**src/rtl/rr_grant_sequencer.sv**
```systemverilog
// Round-robin grant sequencer: holds one of 2**CTRL grants until gnt_done or the hold limit,
// re-arbitrating in the release cycle so contending grants run back-to-back with no bubble.
module rr_grant_sequencer #(
   parameter int CTRL     = 2,
   parameter int MAX_HOLD = 16,
   localparam int N       = 2**CTRL,
   localparam int CNT_W   = (MAX_HOLD == 0) ? 1 : $clog2(MAX_HOLD + 1)
) (
   input  logic             clk,
   input  logic             reset,
   input  logic [N-1:0]     req,
   input  logic             gnt_done,
   output logic             gnt_valid,
   output logic [CTRL-1:0]  gnt_idx,
   output logic             timeout,
   output logic [CNT_W-1:0] busy_cnt
);

   typedef enum logic {S_IDLE, S_GRANT} state_t;

   localparam logic [CNT_W-1:0] LIM_VAL = (MAX_HOLD == 0) ? '0 : CNT_W'(MAX_HOLD - 1);
   localparam logic [CNT_W-1:0] SAT_VAL = (MAX_HOLD == 0) ? '1 : CNT_W'(MAX_HOLD);

   state_t          r_state;
   logic [CTRL-1:0] r_ptr;

   logic            w_any_req;
   logic            w_limit;
   logic            w_release;
   logic [CTRL-1:0] w_next_ptr;
   logic [CTRL-1:0] w_sel_idle;
   logic [CTRL-1:0] w_sel_rel;

   // Scan descending so the requester closest to the start index wins.
   function automatic logic [CTRL-1:0] f_pick(input logic [N-1:0] req_v,
                                              input logic [CTRL-1:0] start);
      logic [CTRL-1:0] idx;
      f_pick = start;
      for (int k = N - 1; k >= 0; k--) begin
         idx = start + CTRL'(k);
         if (req_v[idx]) f_pick = idx;
      end
   endfunction

   assign w_any_req  = |req;
   assign w_limit    = (MAX_HOLD != 0) && (busy_cnt == LIM_VAL);
   assign w_release  = gnt_done | w_limit;
   assign w_next_ptr = gnt_idx + CTRL'(1);
   assign w_sel_idle = f_pick(req, r_ptr);
   assign w_sel_rel  = f_pick(req, w_next_ptr);

   always_ff @(posedge clk or posedge reset) begin
      if (reset) begin
         r_state   <= S_IDLE;
         r_ptr     <= '0;
         gnt_valid <= 1'b0;
         gnt_idx   <= '0;
         timeout   <= 1'b0;
         busy_cnt  <= '0;
      end else begin
         timeout <= 1'b0;
         case (r_state)
            S_IDLE: begin
               if (w_any_req) begin
                  r_state   <= S_GRANT;
                  gnt_valid <= 1'b1;
                  gnt_idx   <= w_sel_idle;
                  busy_cnt  <= '0;
               end else begin
                  gnt_valid <= 1'b0;
               end
            end
            S_GRANT: begin
               if (w_release) begin
                  r_ptr    <= w_next_ptr;
                  // done wins over the limit when both land in the same cycle
                  timeout  <= w_limit & ~gnt_done;
                  busy_cnt <= '0;
                  if (w_any_req) begin
                     gnt_idx <= w_sel_rel;
                  end else begin
                     r_state   <= S_IDLE;
                     gnt_valid <= 1'b0;
                  end
               end else if (busy_cnt != SAT_VAL) begin
                  busy_cnt <= busy_cnt + CNT_W'(1);
               end
            end
            default: begin
               r_state   <= S_IDLE;
               gnt_valid <= 1'b0;
            end
         endcase
      end
   end

endmodule

```
**config.mk**
```make
export PLATFORM = sky130hd
export DESIGN_NAME = rr_grant_sequencer
export DESIGN_NICKNAME = d
export VERILOG_FILES = /design/src/rtl/rr_grant_sequencer.sv
export SDC_FILE = /design/constraint.sdc
export NUM_CORES = 1
export LEC_CHECK = 0
export CORE_MARGIN = 2
export CORE_UTILIZATION = 60
export CTS_CLUSTER_DIAMETER = 30
export DETAILED_ROUTE_END_ITERATION = 8
export DONT_BUFFER_PORTS = 1
export HOLD_SLACK_MARGIN = 0.06
export PLACE_DENSITY = 0.76
export SETUP_SLACK_MARGIN = 0.4
export SYNTH_ARGS = -nofsm -noshare
export SYNTH_HDL_FRONTEND = slang
export SYNTH_SLANG_ARGS = --single-unit
```
**constraint.sdc**
```tcl
create_clock -name clk -period 2.05 [get_ports clk]
set_input_delay 0.41 -clock clk [delete_from_list [all_inputs] [get_ports clk]]
set_output_delay 0.41 -clock clk [all_outputs]
set_load 0.01 [all_outputs]
```
# Yosys cells after proc, flatten, opt, wreduce, memory -nomap -nowiden
# Cells that the tools add are included.
dict set report word_totals {
  register_bits 12
  latch_bits 0
  ram_bits 0
  romBits 0
  inputBits 7
  output_inout_bits 9
  wordCells 78
  mem_count 0
}
dict set report classes {
  n_addsub 8
  multipliers 0
  div 0
  order_cmp 8
  eq_ne 7
  n_shift 0
  mux 40
  bitwise 4
  reduce_logical 5
}
# op n
set ops {}
lappend ops {{< comparator 2 x 3 -> 1 bit, second input constant} 8}
lappend ops {{two-way mux 2 bit} 11}
lappend ops {{binary-select mux 1 bit (select 2 bit)} 8}
lappend ops {{two-way mux 5 bit} 3}
lappend ops {{two-way mux 1 bit} 14}
lappend ops {{one-hot mux 5 bit (2 select lines)} 1}
lappend ops {{adder 2 bit, second input constant} 4}
lappend ops {{adder 2 x 1 -> 2 bit, second input constant} 3}
lappend ops {{AND reduction 2 bit} 3}
lappend ops {{adder 5 x 1 -> 5 bit, second input constant} 1}
lappend ops {{== test 5 x 4 -> 1 bit, second input constant} 1}
lappend ops {{!= test 5 bit, second input constant} 1}
lappend ops {{!= test 2 x 1 -> 1 bit, second input constant} 2}
lappend ops {{!= test 2 bit, second input constant} 2}
lappend ops {{one-hot mux 1 bit (2 select lines)} 2}
lappend ops {{one-hot mux 2 bit (2 select lines)} 1}
lappend ops {{OR reduction 4 bit} 1}
lappend ops {{!= test 3 x 1 -> 1 bit, second input constant} 1}
lappend ops {{AND reduction 3 bit} 1}
lappend ops {{NOT 1 bit} 2}
lappend ops {{bitwise AND 1 bit} 1}
lappend ops {{OR 1 bit} 1}

# Longest topological paths before layout
dict set report logic_depth {
  depth_word 11
  ltp_mapped 8
  depth_no_buf 7
}

# Least setup slack after synthesis
# Ideal clock, no wire load.
dict set report synth_path {
  path_type {register to register}
  from {register busy_cnt[0]}
  to {register busy_cnt[2]}
  setup_time_ns 0.076
  arrival_ns 1.845
  required_ns 1.974
  setup_slack_ns 0.128
  stages_incl_launch_ff 9
  n_path_buf 1
  period_less_slack_ns 1.922
  path_cell_list {dfrtp_1 ha_1 and3_1 ha_1 or3b_1 buf_6 a31oi_4 nand2_1 o21ai_1}
}
dict set report synth_via {
  elab_chain_len 4
  word_cells_on_any_way 9
  cone_classes {add/sub: 1; eq/ne: 3; mux: 3; bitwise: 1; reduce/logical: 1}
}
# element line
set synth_rtl {}
lappend synth_rtl {{from (decl)} 16} ;# output logic [CNT_W-1:0] busy_cnt
lappend synth_rtl {{from (signal assigned)} 86} ;# busy_cnt <= busy_cnt + CNT_W'(1);
lappend synth_rtl {{adder 5 x 1 -> 5 bit / == test 5 x 4 -> 1 bit (equally long branches)} {86, 46}}
lappend synth_rtl {{two-way mux 5 bit / OR 1 bit (equally long branches)} {85, 47}}
lappend synth_rtl {{two-way mux 5 bit / != test 3 x 1 -> 1 bit (equally long branches)} --}
lappend synth_rtl {{one-hot mux 5 bit (2 select lines) / AND reduction 2 bit (equally long branches)} --}
# Several ways; a longest one is shown, not always the timed one. The select of a mux whose other input is x is not followed.
# A chain may end at the register's enable or synchronous reset.

# Worst setup path in the final report
dict set report layout_path {
  from {register busy_cnt[1]}
  to {register busy_cnt[2]}
}
# Same word-level chain as after synthesis.

==> flow_summary.json <==
{
  "cp_max_fo": 5,
  "clock_latency_ps": 280,
  "grt_pass1_wl_um": 2518,
  "start_util": 0.6413,
  "hpwlAfterDp_um": 1247,
  "finalCriticalPeriod_ps": 1812,
  "htreeDepth": 1,
  "rsz0062_at_grt": "true",
  "drc": 0,
  "yosys-top-cells-area": "dfrtp_1 (36%), o21ai_1 (4.8%), ha_1 (4.5%)",
  "synth_compound_area_frac": 0.2759,
  "cp_data_arrival_time_ps": 2020,
  "cts_made_buffers": 3,
  "p_per_area_nw_per_um2": 780.7,
  "period_share": 0.8840,
  "yosys_warnings": 0,
  "power_leakage_nw": 0.4079,
  "synth_edf_count": 0,
  "fillers": 97,
  "areaGrowthSynthToFinish_pct": 17.39,
  "grt_usage": 0.2351,
  "ys_seq_area_frac": 0.3598,
  "die_area_sq_um": 1705,
  "clk_pin_slew_worst_paths_ps": 80,
  "max_slew_margin": 0.6915,
  "place_area_sq_um": 870.8,
  "syn-cell-area_sq_um": 834.6,
  "worstSetupEndpointType": "register",
  "drv_slew": 0,
  "antenna_found_initial": 0,
  "ys_ff_latch": 12,
  "yosys.area_share.adder": 0.04498,
  "grt_pass1_vias": 556,
  "critPathLaunchType": "register",
  "clock_skew_ps": 10.68,
  "drtIter0Drc": 30,
  "cpPeakStageDelay_ps": 460,
  "final_common_cell": "dfrtp_1",
  "layout_common_cells": "dfrtp_1 (10), nand2_1 (9), o21ai_1 (9)",
  "drtPass1Iterations": 7,
  "hold_viol": 0,
  "path_cells": "ha_4 -> and3_4 -> ha_4 -> or3b_4 -> a31oi_4 -> nand2_1 -> o21ai_1",
  "tightest_slew_ps": 458.5,
  "ant_nets": 0,
  "tritoncts": "yes",
  "synth_top_family_by_area": "compound AO/OA/AOI/OAI gates",
  "drv_cap": 0,
  "io-pin-count": 16,
  "io_buffers": 0,
  "cpMostUsedCell": "ha_4",
  "wl_per_cell_um": 15.05,
  "asyncSetResetFlopFracSynth": 1.000,
  "worst_hold_path_type": "input pin to register",
  "synth.distinct_cells": 38,
  "ctsRootBufferMaster": "clkbuf_4",
  "overflow": 0,
  "p_total_uw": 764.8,
  "clockBufferDepth": 2,
  "drive_gt1_frac": 0.2571,
  "fin_setup_tns_ps": 0,
  "synth_simple_gate_area_frac": 0.2279,
  "status": "complete, no violations",
  "cpMaxStageDelayCell": "dfrtp_2",
  "fin_area_sq_um": 979.7,
  "avgSynthCellArea_sq_um": 8.430,
  "grt_max_degree": 14,
  "synthMuxAreaShare": 0,
  "synth_top_cell_area_share": 0.3598,
  "die_x_um": 41.30,
  "peakVddDrop_mv": 0.5237,
  "rows": 13,
  "place.gp.congestion": 0.7948,
  "crit_type": "register to register",
  "synth_nets": 109,
  "timing.fmax_ghz": 0.5518,
  "setup_viol": 0,
  "finalWirelength_um": 1806,
  "antennaDiodeCount": 0,
  "via_per_inst": 5.908,
  "numClockSinks": 12,
  "fp.dieH_um": 41.30,
  "core_area_sq_um": 1301,
  "synth_xor_area_frac": 0.01049,
  "nets": 116,
  "crit_required_ps": 2260,
  "vias": 709,
  "synth_top_cell_by_area": "dfrtp_1",
  "synthCells": 99,
  "yosys_most_used_dff": "dfrtp_1",
  "worst_hold_slack_ps": 262.2
}
flip-flops by register name, summed over array words and instances (netlist names):
name / count
gnt_idx: 2
gnt_valid: 1
timeout: 1
busy_cnt: 5
r_state: 1
r_ptr: 2
timing repair:
| action | CTS | global route |
|---|---|---|
| gates cloned | 1 | 0 |
| buffers inserted | 2 | 1 |
| endpoints found under the setup margin | 9 | 10 |
| hold endpoints to repair | 12 | 0 |
| hold buffers | 1 | 0 |
| gates resized for setup | 3 | 5 |
| pin swaps | 4 | 2 |
worst max-delay path, delay by kind of cell (launching register included):
family,cells,cell delay [ps]
AND/OR/NAND/NOR,3,670
flip-flops,1,460
adder cells (fa/ha/maj),2,320
AO/OA/AOI/OAI,2,280
per-stage QoR:
step	utilization	setup WS [ps]	std cells
after global routing	0.7529	192.0	120
after floorplan	-	239.8	99
after detailed placement	0.6692	100.2	111
after CTS	0.7308	234.4	119
after global placement	0.6692	115.5	111
final	0.7529	237.7	120
layer usage:
metal,up-vias,GRT usage,wire length [um]
met5,-,0,0
met4,0,0.1048,24
met3,4,0.1011,126
met2,21,0.2891,784
met1,321,0.3468,872
li1,363,-,-
power by group:
part	internal, mW	switching, mW
clock	0.108	0.0775
sequential	0.279	0.0822
combinational	0.108	0.111
final timing paths:
| path | start | to | slack (ps) | cells past startpoint |
|---|---|---|---|---|
| min | req[2] | r_state | 260 | 2 |
| max | busy_cnt[1] | busy_cnt[2] | 240 | 7 |
| min reg2reg | r_ptr[0] | r_ptr[0] | 530 | 2 |
| max reg2reg | busy_cnt[1] | busy_cnt[2] | 240 | 7 |
| min in group asynchronous | reset | busy_cnt[3] | 580 | 2 |
| max in group asynchronous | reset | busy_cnt[0] | 1130 | 2 |
final cells by class:
cell class / count / area (sq um) / area share
inverter: 8 / 30.03 / 0.03065
multi-input combinational: 74 / 536.8 / 0.5479
timing repair buffer: 7 / 55.05 / 0.05619
clock buffer: 4 / 36.28 / 0.03704
tap: 15 / 18.77 / 0.01916
sequential: 12 / 302.8 / 0.3091
cell families after synthesis:
| kind of cell | Yosys count |
|---|---|
| AND/OR/NAND/NOR | 36 |
| adder cells (fa/ha/maj) | 3 |
| XOR/XNOR | 1 |
| AO/OA/AOI/OAI | 33 |
| buffers and inverters | 14 |
| flip-flops | 12 |
synth_stat cells (2+ instances only):
cell type,n
o21ai_1,8
o31ai_1,2
nand2_1,10
o21a_1,2
nand2b_1,3
ha_1,3
nor2_1,7
dfrtp_1,12
a21oi_1,5
buf_2,3
nand3_1,2
inv_1,8
nor2b_1,4
o21ai_0,5
a221oi_1,2
(Power assumes the default switching activity.)
